**src/rtl/lc3_fetch_pkg.sv**
```systemverilog
// Shared types and constants for the LC-3 program-counter / instruction-fetch slice.
package lc3_fetch_pkg;

  localparam int WORD_W = 16;

  localparam logic [WORD_W-1:0] DEFAULT_RESET_PC = 16'h3000;

  typedef enum logic [1:0] {
    IDLE = 2'd0,
    REQ  = 2'd1,
    ERR  = 2'd2
  } fetch_state_t;

  // Successor address, modulo 2^WORD_W.
  function automatic logic [WORD_W-1:0] next_word_addr(input logic [WORD_W-1:0] addr);
    return addr + {{(WORD_W-1){1'b0}}, 1'b1};
  endfunction

endpackage

```
**src/rtl/pc_fetch_unit_if.sv**
```systemverilog
// Memory read handshake between the fetch sequencer (master) and instruction memory (slave).
interface pc_fetch_unit_if;
  import lc3_fetch_pkg::*;

  logic              mem_req;
  logic [WORD_W-1:0] mem_addr;
  logic              mem_rdy;
  logic [WORD_W-1:0] mem_rdata;

  modport master (
    output mem_req,
    output mem_addr,
    input  mem_rdy,
    input  mem_rdata
  );

  modport slave (
    input  mem_req,
    input  mem_addr,
    output mem_rdy,
    output mem_rdata
  );

endinterface

```
**src/rtl/fetch_timer.sv**
```systemverilog
// Saturating wait-state counter; flags the last permitted cycle of a memory request.
module fetch_timer #(
  parameter int TIMEOUT_CYCLES = 15
) (
  input  logic Clk,
  input  logic Reset_n,
  input  logic clear,
  input  logic enable,
  output logic expired
);

  localparam bit TIMEOUT_ON = (TIMEOUT_CYCLES > 0);
  localparam int CNT_W      = TIMEOUT_ON ? (($clog2(TIMEOUT_CYCLES + 1) > 0) ? $clog2(TIMEOUT_CYCLES + 1) : 1) : 1;
  localparam logic [CNT_W-1:0] LAST_COUNT = CNT_W'(TIMEOUT_ON ? (TIMEOUT_CYCLES - 1) : 0);

  logic [CNT_W-1:0] count;

  // Holds at all-ones rather than wrapping so a long stall can never look fresh.
  always_ff @(posedge Clk or negedge Reset_n) begin
    if (!Reset_n) begin
      count <= '0;
    end else if (clear) begin
      count <= '0;
    end else if (enable && (count != {CNT_W{1'b1}})) begin
      count <= count + 1'b1;
    end
  end

  assign expired = TIMEOUT_ON && enable && (count == LAST_COUNT);

endmodule

```
**src/rtl/pc_fetch_unit.sv**
```systemverilog
// Program counter plus single-word instruction fetch sequencer with wait-state timeout.
module pc_fetch_unit
  import lc3_fetch_pkg::*;
#(
  parameter logic [WORD_W-1:0] RESET_PC       = DEFAULT_RESET_PC,
  parameter int                TIMEOUT_CYCLES = 15
) (
  input  logic              Clk,
  input  logic              Reset_n,
  input  logic [WORD_W-1:0] pc_next,
  input  logic              LD_PC,
  input  logic              fetch_start,
  pc_fetch_unit_if.master   mem,
  output logic [WORD_W-1:0] PC,
  output logic [WORD_W-1:0] pc_plus1,
  output logic [WORD_W-1:0] IR,
  output logic              fetch_busy,
  output logic              fetch_done,
  output logic              timeout_err
);

  fetch_state_t state;
  fetch_state_t next_state;

  logic launch_fetch;
  logic capture_ir;
  logic raise_err;
  logic clear_err;
  logic wait_enable;
  logic wait_expired;

  fetch_timer #(
    .TIMEOUT_CYCLES(TIMEOUT_CYCLES)
  ) u_timer (
    .Clk    (Clk),
    .Reset_n(Reset_n),
    .clear  (launch_fetch),
    .enable (wait_enable),
    .expired(wait_expired)
  );

  always_ff @(posedge Clk or negedge Reset_n) begin
    if (!Reset_n) begin
      state <= IDLE;
    end else begin
      state <= next_state;
    end
  end

  // A ready response on the final wait cycle takes priority over the timeout.
  always_comb begin
    next_state   = state;
    launch_fetch = 1'b0;
    capture_ir   = 1'b0;
    raise_err    = 1'b0;
    clear_err    = 1'b0;
    wait_enable  = 1'b0;
    unique case (state)
      IDLE: begin
        if (fetch_start) begin
          next_state   = REQ;
          launch_fetch = 1'b1;
        end
      end
      REQ: begin
        if (mem.mem_rdy) begin
          next_state = IDLE;
          capture_ir = 1'b1;
        end else begin
          wait_enable = 1'b1;
          if (wait_expired) begin
            next_state = ERR;
            raise_err  = 1'b1;
          end
        end
      end
      ERR: begin
        if (fetch_start) begin
          next_state   = REQ;
          launch_fetch = 1'b1;
          clear_err    = 1'b1;
        end
      end
      default: next_state = IDLE;
    endcase
  end

  // PC loads independently of the fetch; mem_addr snapshots the pre-load PC.
  always_ff @(posedge Clk or negedge Reset_n) begin
    if (!Reset_n) begin
      PC           <= RESET_PC;
      IR           <= '0;
      mem.mem_addr <= '0;
      fetch_done   <= 1'b0;
      timeout_err  <= 1'b0;
    end else begin
      if (LD_PC) begin
        PC <= pc_next;
      end
      if (launch_fetch) begin
        mem.mem_addr <= PC;
      end
      if (capture_ir) begin
        IR <= mem.mem_rdata;
      end
      fetch_done <= capture_ir;
      if (raise_err) begin
        timeout_err <= 1'b1;
      end else if (clear_err) begin
        timeout_err <= 1'b0;
      end
    end
  end

  assign pc_plus1    = next_word_addr(PC);
  assign mem.mem_req = (state == REQ);
  assign fetch_busy  = (state == REQ);

endmodule

```
**src/flat_wrapper.sv**
```systemverilog
// flat-port wrapper written by rule: the top's interface ports become plain ports
module pc_fetch_unit_flat import lc3_fetch_pkg::*;
#(
  parameter logic [WORD_W-1:0] RESET_PC       = DEFAULT_RESET_PC,
  parameter int                TIMEOUT_CYCLES = 15
)
  (Clk, Reset_n, pc_next, LD_PC, fetch_start, PC, pc_plus1, IR, fetch_busy, fetch_done, timeout_err, mem_mem_req, mem_mem_addr, mem_mem_rdy, mem_mem_rdata);
  pc_fetch_unit_if mem_i ();
  input  logic Clk;
  input  logic Reset_n;
  input  logic [WORD_W-1:0] pc_next;
  input  logic LD_PC;
  input  logic fetch_start;
  output logic [WORD_W-1:0] PC;
  output logic [WORD_W-1:0] pc_plus1;
  output logic [WORD_W-1:0] IR;
  output logic fetch_busy;
  output logic fetch_done;
  output logic timeout_err;
  output wire logic [$bits(mem_i.mem_req)-1:0] mem_mem_req;
  output wire logic [$bits(mem_i.mem_addr)-1:0] mem_mem_addr;
  input wire logic [$bits(mem_i.mem_rdy)-1:0] mem_mem_rdy;
  input wire logic [$bits(mem_i.mem_rdata)-1:0] mem_mem_rdata;
  assign mem_mem_req = mem_i.mem_req;
  assign mem_mem_addr = mem_i.mem_addr;
  assign mem_i.mem_rdy = mem_mem_rdy;
  assign mem_i.mem_rdata = mem_mem_rdata;
  pc_fetch_unit #(.RESET_PC(RESET_PC), .TIMEOUT_CYCLES(TIMEOUT_CYCLES)) u_core (.Clk(Clk), .Reset_n(Reset_n), .pc_next(pc_next), .LD_PC(LD_PC), .fetch_start(fetch_start), .mem(mem_i), .PC(PC), .pc_plus1(pc_plus1), .IR(IR), .fetch_busy(fetch_busy), .fetch_done(fetch_done), .timeout_err(timeout_err));
endmodule
```
**config.mk**
```make
export PLATFORM = sky130hd
export DESIGN_NAME = pc_fetch_unit_flat
export DESIGN_NICKNAME = d
export VERILOG_FILES = /design/src/rtl/lc3_fetch_pkg.sv /design/src/rtl/pc_fetch_unit_if.sv /design/src/rtl/fetch_timer.sv /design/src/rtl/pc_fetch_unit.sv /design/src/flat_wrapper.sv
export SDC_FILE = /design/constraint.sdc
export NUM_CORES = 1
export LEC_CHECK = 0
export ABC_CLOCK_PERIOD_IN_PS = 1700
export BUFFER_PORTS_ARGS = -buffer_cell sky130_fd_sc_hd__buf_2
export CAP_MARGIN = 40
export CORE_MARGIN = 2
export CORE_UTILIZATION = 47
export CTS_CLUSTER_SIZE = 25
export DETAILED_ROUTE_END_ITERATION = 6
export PLACE_DENSITY = 0.85
export SYNTH_ARGS = -nofsm -noshare
export SYNTH_HDL_FRONTEND = slang
export SYNTH_SLANG_ARGS = --single-unit
```
**constraint.sdc**
```tcl
create_clock -name Clk -period 1.7 [get_ports Clk]
set_input_delay 0.34 -clock Clk [delete_from_list [all_inputs] [get_ports Clk]]
set_output_delay 0.34 -clock Clk [all_outputs]
set_load 0.005 [all_outputs]
```
Word-level counts from Yosys, hierarchy flattened
Index checks and enable logic that the tools add are counted.
W data, S select, Z words.
Word-level totals
  logic and storage cells: 40
  flip-flop bits (word level): 56
  input bits: 37
  output and inout bits: 68
Operators by class
  multiplexer cells: 18
  reduce and logical (&&, ||, !) cells: 7
  eq/ne operators: 6
  $add $sub $neg: 2
Operator list (number)
  $add A16 B1 Y16 const B: 1
  $mux W1: 12
  $mux W4: 2
  $mux W2: 3
  $add A4 B1 Y4 const B: 1
  $eq A4 B4 Y1 const B: 1
  $ne A4 B4 Y1 const B: 1
  $pmux W2 S2: 1
  $reduce_bool A2 Y1: 2
  $ne A3 B1 Y1 const B: 1
  $eq A2 B1 Y1 const B: 1
  $eq A2 B2 Y1 const B: 1
  $logic_and A1 B1 Y1: 2
  $logic_not A2 Y1: 1
  $ne A2 B1 Y1 const B: 1
  $reduce_and A2 Y1: 1
  $reduce_or A2 Y1: 1

Logic depth before layout (Yosys ltp)
  word-level depth: 7
  mapped depth: 5
  gate-level depth less buffers: 5

Cells and area by module
From an unflattened synthesis, not the netlist that was laid out.
Second synthesis, totals
  cell total of the unflattened synthesis: 192
  area, all modules: 2547.4 um^2
Modules (own cells, without submodules)
  pc_fetch_unit: sequential area each 1303.8 um^2, times used 1, area each 2287.2 um^2, cells each 169
  fetch_timer: sequential area each 100.1 um^2, times used 1, area each 260.2 um^2, cells each 23

Least setup slack after synthesis
No wires, ideal clock.
  path kind: register -> output
  start: reg u_core.PC[1]
  end: out pc_plus1[14]
  required time: 1360 ps
  buffers on the path: 0
  cell stages (with the launch flop): 5
  setup slack: 91 ps
  data arrival time: 1269 ps
  cells stage by stage: dfrtp_1 > ha_1 > nand3_1 > nor4_1 > xor2_1
On the way
  cells in the longest elaborated chain, start to end: 1
Ends and longest elaborated chain
  from (decl): RTL line pc_fetch_unit.sv:14  | output logic [WORD_W-1:0] PC,
  from (signal assigned): RTL line pc_fetch_unit.sv:98  | PC <= pc_next;
  $add A16 B1 Y16: RTL line lc3_fetch_pkg.sv:16  | return addr + {{(WORD_W-1){1'b0}}, 1'b1};
  to (decl): RTL line flat_wrapper.sv:15  | output logic [WORD_W-1:0] pc_plus1;
No other way between the ends.

Final worst setup path
  start: reg u_core.PC[5]
  end: out pc_plus1[14]
The elaborated chain is that of the path after synthesis.

==> flow_metrics.py <==
metrics = {
    "status": {
        "status": "complete, but fails checks",
        "violations": "negative setup slack",
    },
    "setup_path": {
        "path_delay_family": "simple AND/OR/NAND/NOR gates",
        "reg2reg_slack_ns": 0.14,
        "cp_num_buf_inv": 2,
        "crit_chain": "nand3_4 -> buf_6 -> nor4_4 -> xor2_1 -> buf_2",
        "timing.rr.start": "u_core.state[0]$_DFFE_PN0P_",
        "worst_r2r_path_depth": 3,
        "cp_max_fo": 4,
        "cp-startpoint": "u_core.PC[5]$_DFFE_PN0P_",
        "cp_slowest_stage_delay_ns": 0.41,
        "r2r_end": "u_core.u_timer.count[0]$_DFFE_PN0P_",
        "critPathArrivalTime_ns": 1.68,
        "path_class": "flip-flop to output pin",
        "cp-start-kind": "flip-flop",
        "crit_slowest_cell": "dfrtp_1",
        "end_kind": "output pin",
        "required_ns": 1.36,
    },
    "worst_hold_path": {
        "hp-start": "pc_next[11]",
        "hp-class": "primary input to flip-flop",
        "min_path_cells": 3,
        "hold_end": "u_core.PC[11]$_DFFE_PN0P_",
    },
    "clocking": {
        "insertion_delay_ns": 0.31,
        "root_buffer": "clkbuf_8",
        "htreeDepth": 2,
        "cts_sinks": 56,
        "numCtsBuffers": 5,
        "clockBufferDepth": 2,
        "cts_tree": "yes",
        "cts.clk_slew.worst_paths_ns": 0.10,
    },
    "sta": {
        "final.period_utilization": 1.189,
        "relSlewSlack": 0.6886,
        "setup_viol": 12,
        "slew_viol_final": 0,
        "tns_ns": -2.362,
        "skew_ns": 0.01174,
        "max_freq_ghz": 0.4946,
        "grt_setup_unrepaired": "true",
        "worst_pin_slew_ns": 0.4670,
        "period_minus_slack_ns": 2.022,
        "finalHoldViolCount": 0,
        "fin_ws_ns": -0.3220,
    },
    "global_routing": {
        "grt_pass1_vias": 2102,
        "grt_antenna_before_repair": 0,
        "grt_use_total": 0.2339,
        "overflow": 0,
        "grt_max_degree": 42,
        "grt_pass1_wl_um": 9749,
    },
    "route": {
        "num_vias": 2258,
        "drt-total-wl_um": 6869,
        "vias_per_cell": 5.300,
        "drtPass1Iterations": 6,
        "first_iter_violations": 155,
        "drcViolationCount": 0,
        "drt-wirelength-per-cell_um": 16.12,
        "drtAntennaViolNets": 0,
    },
    "layout": {
        "drive_gt1_frac": 0.5534,
        "finalNetCount": 395,
        "area_growth_pct": 48.52,
        "n_fill_cell": 368,
        "n_antenna_cell": 0,
    },
    "synthesis": {
        "synth_fa_ha_area_frac": 0.01554,
        "ys_ff_latch": 56,
        "synthMuxAreaShare": 0.1305,
        "synth_top_area_cell": "dfrtp_1",
        "yosysWarnings": 0,
        "synth_xor_area_frac": 0.05075,
        "synth_cell_types": 30,
        "synth_top_area_frac": 0.5593,
        "syn_area_um2": 2416,
        "synth.avg_cell_area_um2": 11.29,
        "synth_edf_count": 0,
        "synth_compound_area_frac": 0.05023,
        "synth_flop_cell": "dfrtp_1",
        "ys_seq_area_frac": 0.5810,
        "synth-simple-area-share": 0.1460,
        "synth_top_family_by_area": "simple AND/OR/NAND/NOR gates",
        "syn_nets": 254,
        "synth_cells": 214,
        "synth.area.top_cells": "dfrtp_1, mux2_2, nand2_1",
        "async_flop_share": 1.000,
    },
    "floorplan": {
        "die_w_um": 75.70,
        "rows": 26,
        "initial_core_util": 0.4792,
        "core_area_um2": 5042,
        "ios": 105,
        "die-area_um2": 5730,
        "fp.dieH_um": 75.70,
    },
    "power": {
        "net-switching-power_mw": 1.036,
        "comb_power_share": 0.283,
        "clockPowerShare": 0.215,
        "switching_share": 0.3006,
        "pwr_density_cell_nw_per_um2": 960.3,
        "peakVddDrop_uv": 608.5,
        "power.internal_mw": 2.410,
        "seqPwrFrac": 0.502,
        "p_leak_nw": 1.890,
    },
    "place": {
        "io_buffers": 104,
        "place_hpwl_um": 4204,
        "place_worst_setup_slack_ns": -0.07955,
        "gp_congestion": 0.8015,
    },
    "flow_run": {
        "maxCapViolations": 0,
    },
}
==> worst register-to-register path, cell delays in order, from the launching register on <==
cell	delay, ns
dfrtp_1	0.44
or3b_1	0.50
or3_1	0.39
a21oi_1	0.16
==> per-layer routing <==
layer	vias up	wire, um	track usage
li1	1018	-	-
met1	1088	2607	0.2742
met2	120	3584	0.4077
met3	32	425	0.05026
met4	0	252	0.1131
met5	-	0	0
==> stage by stage <==
step / area (um2) / instances / hold WS [ns] / power [mW] / util
floorplan: 2416 / 214 / 0.04441 / 2.108 / -
detailed placement: 3141 / 397 / 0.2779 / 2.594 / 0.6228
global route: 3588 / 426 / 0.2513 / 3.650 / 0.7117
global placement: 3141 / 397 / 0.2751 / 2.557 / 0.6228
finish: 3588 / 426 / 0.2396 / 3.446 / 0.7117
CTS: 3492 / 420 / 0.2358 / 3.398 / 0.6926
==> cells in the final DEF, fill, tap and decap left out, types with 2 or more instances in the layout <==
master and instances:
a21oi_1 2, o31ai_1 2, nand3_1 2, mux2_2 28
nor4_4 3, or3_1 2, buf_6 10, nor3b_1 2
nor2_4 3, o21ai_0 11, and3_1 2, buf_2 104
dfrtp_1 54, nand4_1 3, nor3_4 3, nor2b_1 2
inv_1 6, clkbuf_8 6, xnor2_1 3, buf_12 2
o311ai_0 2, dfstp_2 2, clkinv_2 2, buf_4 25
nand2_1 48, nand3_2 2, ha_1 2, xor2_1 10
nand3_4 2
==> registers in the layout, summed over array words and instances (netlist names) <==
name and flops:
u_core.timeout_err 1, u_core.state 2, u_core.mem.mem_addr 16, u_core.fetch_done 1, u_core.PC 16, u_core.IR 16, u_core.u_timer.count 4
==> cell type report <==
| cell class | instances | area, um2 | share of cell area |
|---|---|---|---|
| sequential | 56 | 1404 | 0.3912 |
| multi-input combinational | 143 | 1107 | 0.3086 |
| timing repair buffer | 142 | 870.8 | 0.2427 |
| tap | 70 | 87.58 | 0.02441 |
| clock buffer | 6 | 82.58 | 0.02301 |
| inverter | 7 | 26.28 | 0.007322 |
| clock inverter | 2 | 10.01 | 0.002789 |
==> logic make-up (layout without fill, tap and decap cells) <==
logic type | count (synthesis) | in the layout
compound gates | 20 | 20
simple gates | 78 | 78
flops | 56 | 56
fa+ha+maj | 3 | 3
xor+xnor | 14 | 14
buf+inv | 15 | 157
mux | 28 | 28
==> synthesized netlist by cell type, types with 2 or more instances <==
cell and number:
inv_1 7, mux2_2 28, nand2_1 48, nor2b_1 2, o31ai_1 2, nor3_1 4
nor4_1 4, o311ai_0 2, a21oi_1 2, nand4_1 3, dfstp_2 2, or3_1 2
o21ai_0 11, nand3_1 6, and3_1 2, clkbuf_1 5, dfrtp_1 54, nor2_1 3
xor2_1 10, xnor2_1 4, ha_1 3, nor3b_1 2
==> how the worst max path moves through the flow <==
stage              endpoint  slack (ns)  cells past startpoint
3_3_place_gp   pc_plus1[14]        0.02                      5
5_1_grt        pc_plus1[14]       -0.37                      5
4_1_cts         pc_plus1[6]       -0.22                      6
3_5_place_dp   pc_plus1[14]       -0.08                      5
2_1_floorplan  pc_plus1[14]        0.09                      4
6_report       pc_plus1[14]       -0.32                      5
==> power by group through the flow <==
stage	combinational (mW)	clock (mW)	sequential, mW
6_report	0.975	0.742	1.73
5_1_grt	1.08	0.812	1.76
4_1_cts	0.929	0.750	1.72
3_5_place_dp	0.852	0	1.74
3_3_place_gp	0.828	0	1.73
2_1_floorplan	0.336	0	1.77
==> repair_timing <==
item,4_1_cts,5_1_grt
pin swaps,14,10
resized for setup,32,9
endpoints found under the setup margin,12,14
hold buffers,1,0
endpoints found under the hold margin,14,0
buffers inserted,14,6
Note: power is estimated with default switching activity, not from simulation.
